File: src/rtl/lsu_pkg.sv
// Shared types and constants for the RV32I load/store unit.
//   lsu_state_t : unit state (IDLE, ACCESS, RESP)
//   F3_*        : RV32I load/store funct3 encodings
//   ERR_*       : resp_err codes
package lsu_pkg;

  typedef enum logic [1:0] {
    IDLE   = 2'b00,
    ACCESS = 2'b01,
    RESP   = 2'b10
  } lsu_state_t;

  localparam logic [2:0] F3_B  = 3'b000;
  localparam logic [2:0] F3_H  = 3'b001;
  localparam logic [2:0] F3_W  = 3'b010;
  localparam logic [2:0] F3_BU = 3'b100;
  localparam logic [2:0] F3_HU = 3'b101;

  localparam logic [1:0] ERR_OK       = 2'b00;
  localparam logic [1:0] ERR_MISALIGN = 2'b01;
  localparam logic [1:0] ERR_TIMEOUT  = 2'b10;
  localparam logic [1:0] ERR_ILLEGAL  = 2'b11;

endpackage

File: src/rtl/load_align.sv
// Combinational load data extraction: selects the byte/halfword lane given by
// the low address bits and sign- or zero-extends it according to funct3.
//   funct3 : load funct3
//   offset : byte address bits [1:0]
//   word   : raw memory word
//   rdata  : extended 32-bit load value
module load_align
  import lsu_pkg::*;
(
  input  logic [2:0]  funct3,
  input  logic [1:0]  offset,
  input  logic [31:0] word,
  output logic [31:0] rdata
);

  logic [7:0]  lane_b;
  logic [15:0] lane_h;

  always_comb begin
    lane_b = word[{offset, 3'b000} +: 8];
    lane_h = offset[1] ? word[31:16] : word[15:0];
    rdata  = word;
    case (funct3)
      F3_B:    rdata = {{24{lane_b[7]}}, lane_b};
      F3_H:    rdata = {{16{lane_h[15]}}, lane_h};
      F3_BU:   rdata = {24'b0, lane_b};
      F3_HU:   rdata = {16'b0, lane_h};
      default: rdata = word;
    endcase
  end

endmodule

File: src/rtl/load_store_unit.sv
// Handshaked RV32I load/store unit between the core and data memory.
// Generates byte enables and lane-replicated store data, extends load data,
// stalls the core while an access is outstanding, and reports misaligned,
// illegal-funct3 and timeout errors.
//   clk, rst_n                : clock, synchronous active-low reset
//   req_*                     : core request (held stable while stall=1)
//   req_ready, stall          : combinational handshake toward the core
//   resp_valid/rdata/err      : one-cycle registered completion
//   mem_req/we/addr/be/wdata  : registered memory request, held until mem_ack
//   mem_ack, mem_rdata        : memory completion and read word
module load_store_unit
  import lsu_pkg::*;
#(
  parameter int unsigned TIMEOUT_CYCLES = 16,
  parameter int unsigned ADDR_W         = 32
) (
  input  logic              clk,
  input  logic              rst_n,
  input  logic              req_valid,
  input  logic              req_we,
  input  logic [2:0]        req_funct3,
  input  logic [ADDR_W-1:0] req_addr,
  input  logic [31:0]       req_wdata,
  output logic              req_ready,
  output logic              stall,
  output logic              resp_valid,
  output logic [31:0]       resp_rdata,
  output logic [1:0]        resp_err,
  output logic              mem_req,
  output logic              mem_we,
  output logic [ADDR_W-3:0] mem_addr,
  output logic [3:0]        mem_be,
  output logic [31:0]       mem_wdata,
  input  logic              mem_ack,
  input  logic [31:0]       mem_rdata
);

  localparam int unsigned CntW = $clog2(TIMEOUT_CYCLES + 1);

  lsu_state_t        state_q, state_d;
  logic [CntW-1:0]   cnt_q, cnt_d;
  logic              mem_req_q, mem_req_d;
  logic              mem_we_q, mem_we_d;
  logic [ADDR_W-3:0] mem_addr_q, mem_addr_d;
  logic [3:0]        mem_be_q, mem_be_d;
  logic [31:0]       mem_wdata_q, mem_wdata_d;
  logic              resp_valid_q, resp_valid_d;
  logic [31:0]       resp_rdata_q, resp_rdata_d;
  logic [1:0]        resp_err_q, resp_err_d;
  // Kept from the accepted request so extraction does not depend on req_* later.
  logic [2:0]        funct3_q, funct3_d;
  logic [1:0]        offset_q, offset_d;

  logic              illegal;
  logic              misalign;
  logic [3:0]        be;
  logic [31:0]       st_data;
  logic [31:0]       ld_data;

  load_align u_load_align (
    .funct3 (funct3_q),
    .offset (offset_q),
    .word   (mem_rdata),
    .rdata  (ld_data)
  );

  // Request decode: legality, alignment, byte enables and store lanes.
  always_comb begin
    if (req_we) begin
      illegal = !(req_funct3 inside {F3_B, F3_H, F3_W});
    end else begin
      illegal = !(req_funct3 inside {F3_B, F3_H, F3_W, F3_BU, F3_HU});
    end
    misalign = ((req_funct3[1:0] == 2'b01) && req_addr[0]) ||
               ((req_funct3[1:0] == 2'b10) && (req_addr[1:0] != 2'b00));
    be      = 4'b1111;
    st_data = req_wdata;
    case (req_funct3[1:0])
      2'b00: begin
        be      = 4'b0001 << req_addr[1:0];
        st_data = {4{req_wdata[7:0]}};
      end
      2'b01: begin
        be      = req_addr[1] ? 4'b1100 : 4'b0011;
        st_data = {2{req_wdata[15:0]}};
      end
      default: begin
        be      = 4'b1111;
        st_data = req_wdata;
      end
    endcase
  end

  always_comb begin
    state_d      = state_q;
    cnt_d        = cnt_q;
    mem_req_d    = mem_req_q;
    mem_we_d     = mem_we_q;
    mem_addr_d   = mem_addr_q;
    mem_be_d     = mem_be_q;
    mem_wdata_d  = mem_wdata_q;
    resp_valid_d = 1'b0;
    resp_rdata_d = resp_rdata_q;
    resp_err_d   = resp_err_q;
    funct3_d     = funct3_q;
    offset_d     = offset_q;
    unique case (state_q)
      IDLE: begin
        if (req_valid) begin
          if (illegal || misalign) begin
            // Illegal funct3 wins over misalignment; no memory access issued.
            state_d      = RESP;
            resp_valid_d = 1'b1;
            resp_rdata_d = 32'b0;
            resp_err_d   = illegal ? ERR_ILLEGAL : ERR_MISALIGN;
          end else begin
            state_d     = ACCESS;
            cnt_d       = '0;
            mem_req_d   = 1'b1;
            mem_we_d    = req_we;
            mem_addr_d  = req_addr[ADDR_W-1:2];
            mem_be_d    = be;
            mem_wdata_d = st_data;
            funct3_d    = req_funct3;
            offset_d    = req_addr[1:0];
          end
        end
      end
      ACCESS: begin
        cnt_d = cnt_q + 1'b1;
        if (mem_ack) begin
          state_d      = RESP;
          mem_req_d    = 1'b0;
          resp_valid_d = 1'b1;
          resp_rdata_d = mem_we_q ? 32'b0 : ld_data;
          resp_err_d   = ERR_OK;
        end else if (cnt_q == CntW'(TIMEOUT_CYCLES - 1)) begin
          state_d      = RESP;
          mem_req_d    = 1'b0;
          resp_valid_d = 1'b1;
          resp_rdata_d = 32'b0;
          resp_err_d   = ERR_TIMEOUT;
        end
      end
      RESP: begin
        state_d = IDLE;
      end
      default: begin
        state_d = IDLE;
      end
    endcase
  end

  always_ff @(posedge clk) begin
    if (!rst_n) begin
      state_q      <= IDLE;
      cnt_q        <= '0;
      mem_req_q    <= 1'b0;
      mem_we_q     <= 1'b0;
      mem_addr_q   <= '0;
      mem_be_q     <= '0;
      mem_wdata_q  <= '0;
      resp_valid_q <= 1'b0;
      resp_rdata_q <= '0;
      resp_err_q   <= ERR_OK;
      funct3_q     <= '0;
      offset_q     <= '0;
    end else begin
      state_q      <= state_d;
      cnt_q        <= cnt_d;
      mem_req_q    <= mem_req_d;
      mem_we_q     <= mem_we_d;
      mem_addr_q   <= mem_addr_d;
      mem_be_q     <= mem_be_d;
      mem_wdata_q  <= mem_wdata_d;
      resp_valid_q <= resp_valid_d;
      resp_rdata_q <= resp_rdata_d;
      resp_err_q   <= resp_err_d;
      funct3_q     <= funct3_d;
      offset_q     <= offset_d;
    end
  end

  assign req_ready  = (state_q == IDLE);
  assign stall      = ((state_q == IDLE) && req_valid) || (state_q == ACCESS);
  assign resp_valid = resp_valid_q;
  assign resp_rdata = resp_rdata_q;
  assign resp_err   = resp_err_q;
  assign mem_req    = mem_req_q;
  assign mem_we     = mem_we_q;
  assign mem_addr   = mem_addr_q;
  assign mem_be     = mem_be_q;
  assign mem_wdata  = mem_wdata_q;

endmodule

File: config.mk
export PLATFORM = sky130hd
export DESIGN_NAME = load_store_unit
export DESIGN_NICKNAME = d
export VERILOG_FILES = /design/src/rtl/lsu_pkg.sv /design/src/rtl/load_align.sv /design/src/rtl/load_store_unit.sv
export SDC_FILE = /design/constraint.sdc
export NUM_CORES = 1
export LEC_CHECK = 0
export BUFFER_PORTS_ARGS = -buffer_cell sky130_fd_sc_hd__buf_2
export CAP_MARGIN = 40
export CORE_UTILIZATION = 52
export DETAILED_ROUTE_END_ITERATION = 7
export PLACE_DENSITY = 0.87
export SYNTH_ARGS = -nofsm -noshare
export SYNTH_HDL_FRONTEND = slang
export SYNTH_HIERARCHICAL = 1
export SYNTH_SLANG_ARGS = --single-unit
export TNS_END_PERCENT = 100
File: constraint.sdc
create_clock -name clk -period 6.2 [get_ports clk]
set_clock_uncertainty 0.15 [all_clocks]
set_input_delay 1.24 -clock clk [delete_from_list [all_inputs] [get_ports clk]]
set_output_delay 1.24 -clock clk [all_outputs]
set_load 0.03 [all_outputs]
# After elaboration in Yosys (flattened, before gate mapping)
# Index checks and enable logic that the tools add are counted.
[op_classes]
n_mux = 35
n_bitwise = 1
n_shift = 2
multipliers = 0
order_cmp = 0
n_div = 0
add_sub_neg = 1
n_reduce_logical = 21
n_eq_ne = 15
[op_table]
columns = ["operator", "count"]
rows = [
  ["two-way mux 32 bit", 5],
  ["one-hot mux 32 bit (2 select lines)", 2],
  ["one-hot mux 32 bit (4 select lines)", 1],
  ["variable part select 32 x 6 -> 8 bit", 1],
  ["two-way mux 16 bit", 1],
  ["two-way mux 2 bit", 8],
  ["== test 3 bit (second input constant)", 4],
  ["two-way mux 5 bit", 2],
  ["one-hot mux 5 bit (2 select lines)", 1],
  ["two-way mux 1 bit", 9],
  ["one-hot mux 2 bit (2 select lines)", 2],
  ["one-hot mux 4 bit (2 select lines)", 1],
  ["AND reduction 4 bit", 2],
  ["== test 3 x 1 -> 1 bit (second input constant)", 2],
  ["zero test 3 bit", 2],
  ["AND reduction 3 bit", 2],
  ["adder 5 x 1 -> 5 bit (second input constant)", 1],
  ["== test 5 x 4 -> 1 bit (second input constant)", 1],
  ["nonzero test 5 bit", 1],
  ["== test 2 x 1 -> 1 bit (second input constant)", 2],
  ["zero test 2 bit", 2],
  ["two-way mux 4 bit", 1],
  ["!= test 2 bit (second input constant)", 2],
  ["one-hot mux 1 bit (2 select lines)", 2],
  ["other kinds (12)", 18],
]
[word_totals]
output_inout_bits = 105
latchBits = 0
inputBits = 104
romBits = 0
ramBits = 0
regBits = 115
memories = 0

# Longest topological paths before layout
[depth]
word_depth = 8
ltp_mapped = 8

# Modules after synthesis
# The synthesis kept the hierarchy.
[modules_own_cells]
columns = ["mod", "seq_area_each_um2", "area_per_inst_um2", "cells_per_inst", "instances"]
rows = [
  ["load_store_unit", 2302.2, 4344.2, 498, 1],
  ["load_align", 0.0, 760.7, 118, 1],
]

# Worst setup path after synthesis
# Ideal clock, no wire load.
[synth_timing]
path_kind = "input port to output port"
from = "in req_valid"
to = "out stall"
stages = 1
n_path_buf = 0
t_arrival_ns = 1.494
setup_slack_ns = 3.316
required_time_ns = 4.810
cell_sequence = "o21ba_2"
[synth_between]
elab_chain_len = 2
[synth_lines]
columns = ["item", "line_no", "rtl"]
rows = [
  ["start: declaration", "load_store_unit.sv:19", "input logic req_valid,"],
  ["logical AND 1 bit", "load_store_unit.sv:185", "assign stall = ((state_q == IDLE) && req_valid) || (state_q == ACCESS);"],
  ["logical OR 1 bit", "load_store_unit.sv:185", ""],
  ["end: declaration", "load_store_unit.sv:25", "output logic stall,"],
]
# Every way passes these cells.

# Worst setup path after layout
# Same ends and word-level chain as after synthesis.

==> run summary <==
The flow ran to the end, and the final reports show no timing, DRC or antenna violations. The worst setup path is launched from an input port. The number of input and output port buffers inserted is 208. The register-to-register setup slack is about 3.7 ns.

When the netlist entered floorplanning its net count stood at 722. The worst slew margin relative to its limit came out at 0.469. The remaining routing DRC violations came out at 0. Setup violations remaining at the end of the flow were counted as 0. The average wire per cell in the routed design came out at 15.9 µm. The number of top-level design ports is 209. The core outline area is between 0.009 and 0.01 mm². The reported max-cap violation count came out at 0.

The design draws 2160 µW. The synthesized design contains 0 enable-type register cells. The final-report max-slew violation count was 0. The type of element capturing the critical path is a primary output. The most instantiated flip-flop cell in the synthesis netlist is sky130_fd_sc_hd__dfxtp_1. The via-per-instance ratio came out at 5.67. The critical path is of the input port to primary output type. In this run, synthesis produced a sequential element count of 115.

The number of global-route vias before repair came out at around 5000. The clock transition at the registers of the reported paths came out at 0.06 ns. The floorplan has 35 rows. Counting the buffers created by CTS gives 17.

The end point of the most critical hold path is mem_addr[12]$_SDFFE_PN0P_. The maximum number of pins on one net before global-route repair came out at between 50 and 60. The source of the worst hold timing path is mem_addr[12]$_SDFFE_PN0P_. The post-CTS setup buffer count is 0. The post-layout net count came out at 906. The largest total area in the synthesized netlist belongs to sky130_fd_sc_hd__dfxtp_1.

The count of nets left with antenna violations after detail routing came out at 0. The final core utilization came out at 0.725. The cell sitting at the root of the clock tree is a sky130_fd_sc_hd__clkbuf_8.

The post-synthesis cell type count came out at between 40 and 50. In this run the deepest clock path goes through 2 buffers. The worst register-to-register path begins at offset_q[1]$_SDFFE_PN0P_. The final hold violation count came out at 0. The synthesized netlist cell count is 616. Of the cells placed in the final design, the portion with a size suffix greater than 1 is 0.317. The leakage power total came out at 0.00309 µW. The remaining global-route overflow came out at 0. The overall fraction of global-route tracks in use came out at 0.292. The clock drives 115 sinks.

The portion of the post-synthesis area used by sequential elements came out at 0.451. Summed over all nets, the half-perimeter wirelength after detailed placement is 10300 µm. Counting cells, the worst reg-to-reg path comes to 4. Compared with the post-synthesis result, the final layout area differs by 33.1%. After synthesis, the cell types taking the most area are sky130_fd_sc_hd__dfxtp_1 45%, sky130_fd_sc_hd__nand2_1 11%, sky130_fd_sc_hd__a21oi_1 6.7%, sky130_fd_sc_hd__mux2i_1 5.7%, sky130_fd_sc_hd__a22o_1 5.5%.

The critical path arrival came out at 1.75 ns. The final weighted congestion of routability-driven global placement came out at around 0.87. At the later pin of the worst-skew pair, clock insertion delay measures between 0.4 and 0.5 ns. The number of warnings reported in the yosys synthesis log is 6. The filler cell count is 729.

The transition time at the pin with the least slew margin came out at 0.795 ns. The endpoint identified for the worst register-to-register timing path is resp_rdata[12]$_SDFFE_PN0P_. The power density over the cells is 319 mW/mm². The worst hold path depth is 2. The largest driver fanout on the critical path is 3. The most critical setup path has its startpoint at req_valid.

The initial core utilization came out at 0.545. The number of antenna diodes in the final layout is 0. The share of synthesized registers carrying an async set or reset came out at 0. The highest achievable clock rate is 0.319 GHz.

The first global-routing pass estimated 23300 µm of wire. In the final layout, the multi-input gates occupy 0.00253 mm². The deepest level of the CTS H-tree came out at 4.

The path class of the tightest hold or removal check is flip-flop to flip-flop. The die covers between 0.01 and 0.015 mm². The post-synthesis cell area is 0.00510 mm². TritonCTS built the clock tree.

The horizontal die dimension is between 100 and 150 µm. The worst ir drop on vdd is 0.000177 V. In the finished design, the share of the clock period the worst path needs comes to 0.506. For the final routed database, the setup TNS stands at 0 ns. The die is 101 µm tall. The DRC violation total after the first TritonRoute iteration is around 360. Across all layers, the routed design uses 5345 vias. The post-cts gate resize count came out at 0. The wire length reported by the detailed router is ~15000 µm. The proportion of netlist area held by the largest area contributor is 0.451.

The number of antenna violations at the first check in global routing is 0. Setup repair after global routing left no endpoint under its margin. For the worst setup path, the data required time is just under 5 ns.

The area used by sequential logic in the layout came out at 0.00230 mm². The hold-fix buffer count after cts is 0. A synthesized cell averages 8.29 µm². The smallest clock period supported by the final layout is computed as 3.14 ns. The number of iterations in the first detailed-routing pass came out at 5.
metrics by stage:
step,hold slack [ns],area [µm²],setup slack [ns],cells
after floorplan,0.283,5100,3.32,616
after global routing,0.329,6790,2.90,942
after CTS,0.305,6790,3.07,942
after global placement,0.289,6100,2.31,908
final,0.302,6790,3.06,942
after detailed placement,0.296,6150,2.57,910
worst max-delay path: stages:
cell                      delay [ns]
sky130_fd_sc_hd__buf_2          0.12
sky130_fd_sc_hd__o21ba_2        0.21
sky130_fd_sc_hd__buf_2          0.18
layout by cell type (no fill, tap or decap), types with 3 or more instances in the layout:
cell type,count
sky130_fd_sc_hd__bufinv_16,5
sky130_fd_sc_hd__o22a_1,8
sky130_fd_sc_hd__nand3_1,18
sky130_fd_sc_hd__clkbuf_16,16
sky130_fd_sc_hd__dfxtp_1,115
sky130_fd_sc_hd__mux2i_1,29
sky130_fd_sc_hd__nor3_1,6
sky130_fd_sc_hd__nand2_1,147
sky130_fd_sc_hd__clkinv_4,3
sky130_fd_sc_hd__o211ai_1,5
sky130_fd_sc_hd__buf_4,5
sky130_fd_sc_hd__nor2b_1,8
sky130_fd_sc_hd__buf_2,208
sky130_fd_sc_hd__a22o_1,32
sky130_fd_sc_hd__nand3b_1,9
sky130_fd_sc_hd__inv_1,7
sky130_fd_sc_hd__a211oi_1,11
sky130_fd_sc_hd__a311oi_1,10
sky130_fd_sc_hd__clkinvlp_4,4
sky130_fd_sc_hd__nand2b_1,5
sky130_fd_sc_hd__o21ai_0,21
sky130_fd_sc_hd__a21oi_1,68
sky130_fd_sc_hd__nor2_1,37
state kept, by name, indices dropped and copies added, names as in the netlist:
name / flops
state_q: 2
mem_be: 4
mem_we: 1
resp_rdata: 32
resp_err: 2
resp_valid: 1
mem_wdata: 32
cnt_q: 5
funct3_q: 3
mem_addr: 30
mem_req: 1
offset_q: 2
worst max path at each step:
stage	endpoint	cells after the start
after floorplan	stall	1
after global placement	mem_be[0]$_SDFFE_PN0P_	6
after detailed placement	mem_be[0]$_SDFFE_PN0P_	6
after CTS	stall	3
after global routing	mem_be[0]$_SDFFE_PN0P_	6
final	stall	3
metal layers:
layer  global-route usage  vias to the layer above  share of wire
met1                0.347                     2481           0.39
met3               0.0908                       36          0.093
met2                0.484                      301           0.49
met4                0.130                        0          0.025
met5                    0                        -              0
li1                     -                     2527              -
power by group:
group          internal, µW  total, µW  switching, µW
combinational           109        310            201
sequential              772        794           21.9
clock                   696       1060            363
Yosys cell counts (2+ instances only):
cell type / n
sky130_fd_sc_hd__o211ai_1: 5
sky130_fd_sc_hd__nand3b_1: 9
sky130_fd_sc_hd__buf_2: 13
sky130_fd_sc_hd__clkbuf_1: 28
sky130_fd_sc_hd__o22a_1: 8
sky130_fd_sc_hd__nand2b_1: 5
sky130_fd_sc_hd__dfxtp_1: 115
sky130_fd_sc_hd__a21o_1: 3
sky130_fd_sc_hd__buf_6: 6
sky130_fd_sc_hd__a311oi_1: 10
sky130_fd_sc_hd__a211oi_1: 11
sky130_fd_sc_hd__nor3_1: 7
sky130_fd_sc_hd__nand3_1: 18
sky130_fd_sc_hd__nand2_1: 147
sky130_fd_sc_hd__o21ai_0: 21
sky130_fd_sc_hd__inv_1: 7
sky130_fd_sc_hd__a22oi_1: 2
sky130_fd_sc_hd__or3_1: 2
sky130_fd_sc_hd__buf_1: 3
sky130_fd_sc_hd__ha_1: 2
sky130_fd_sc_hd__mux2_2: 2
sky130_fd_sc_hd__nor2_1: 37
sky130_fd_sc_hd__a22o_1: 32
sky130_fd_sc_hd__a21oi_1: 68
sky130_fd_sc_hd__nor2b_1: 8
sky130_fd_sc_hd__mux2i_1: 29
final cells by class:
type | count | area share
Clock inverter | 15 | 0.0337
Tap cell | 129 | 0.0238
Multi-Input combinational cell | 443 | 0.372
Inverter | 8 | 0.00442
Clock buffer | 17 | 0.0610
Timing Repair Buffer | 215 | 0.166
Sequential cell | 115 | 0.339
cells by family (layout without fill, tap and decap cells):
logic type                 count (synthesis)  count (layout)  synth area share
AOI/OAI and AO/OA                        170             170             0.223
muxes                                     32              32            0.0657
adders and majority gates                  2               2           0.00490
and+or+nand+nor                          239             239             0.201
buffers and inverters                     58             255            0.0547
DFF                                      115             115             0.451
Note: power is estimated with default switching activity, not from simulation.
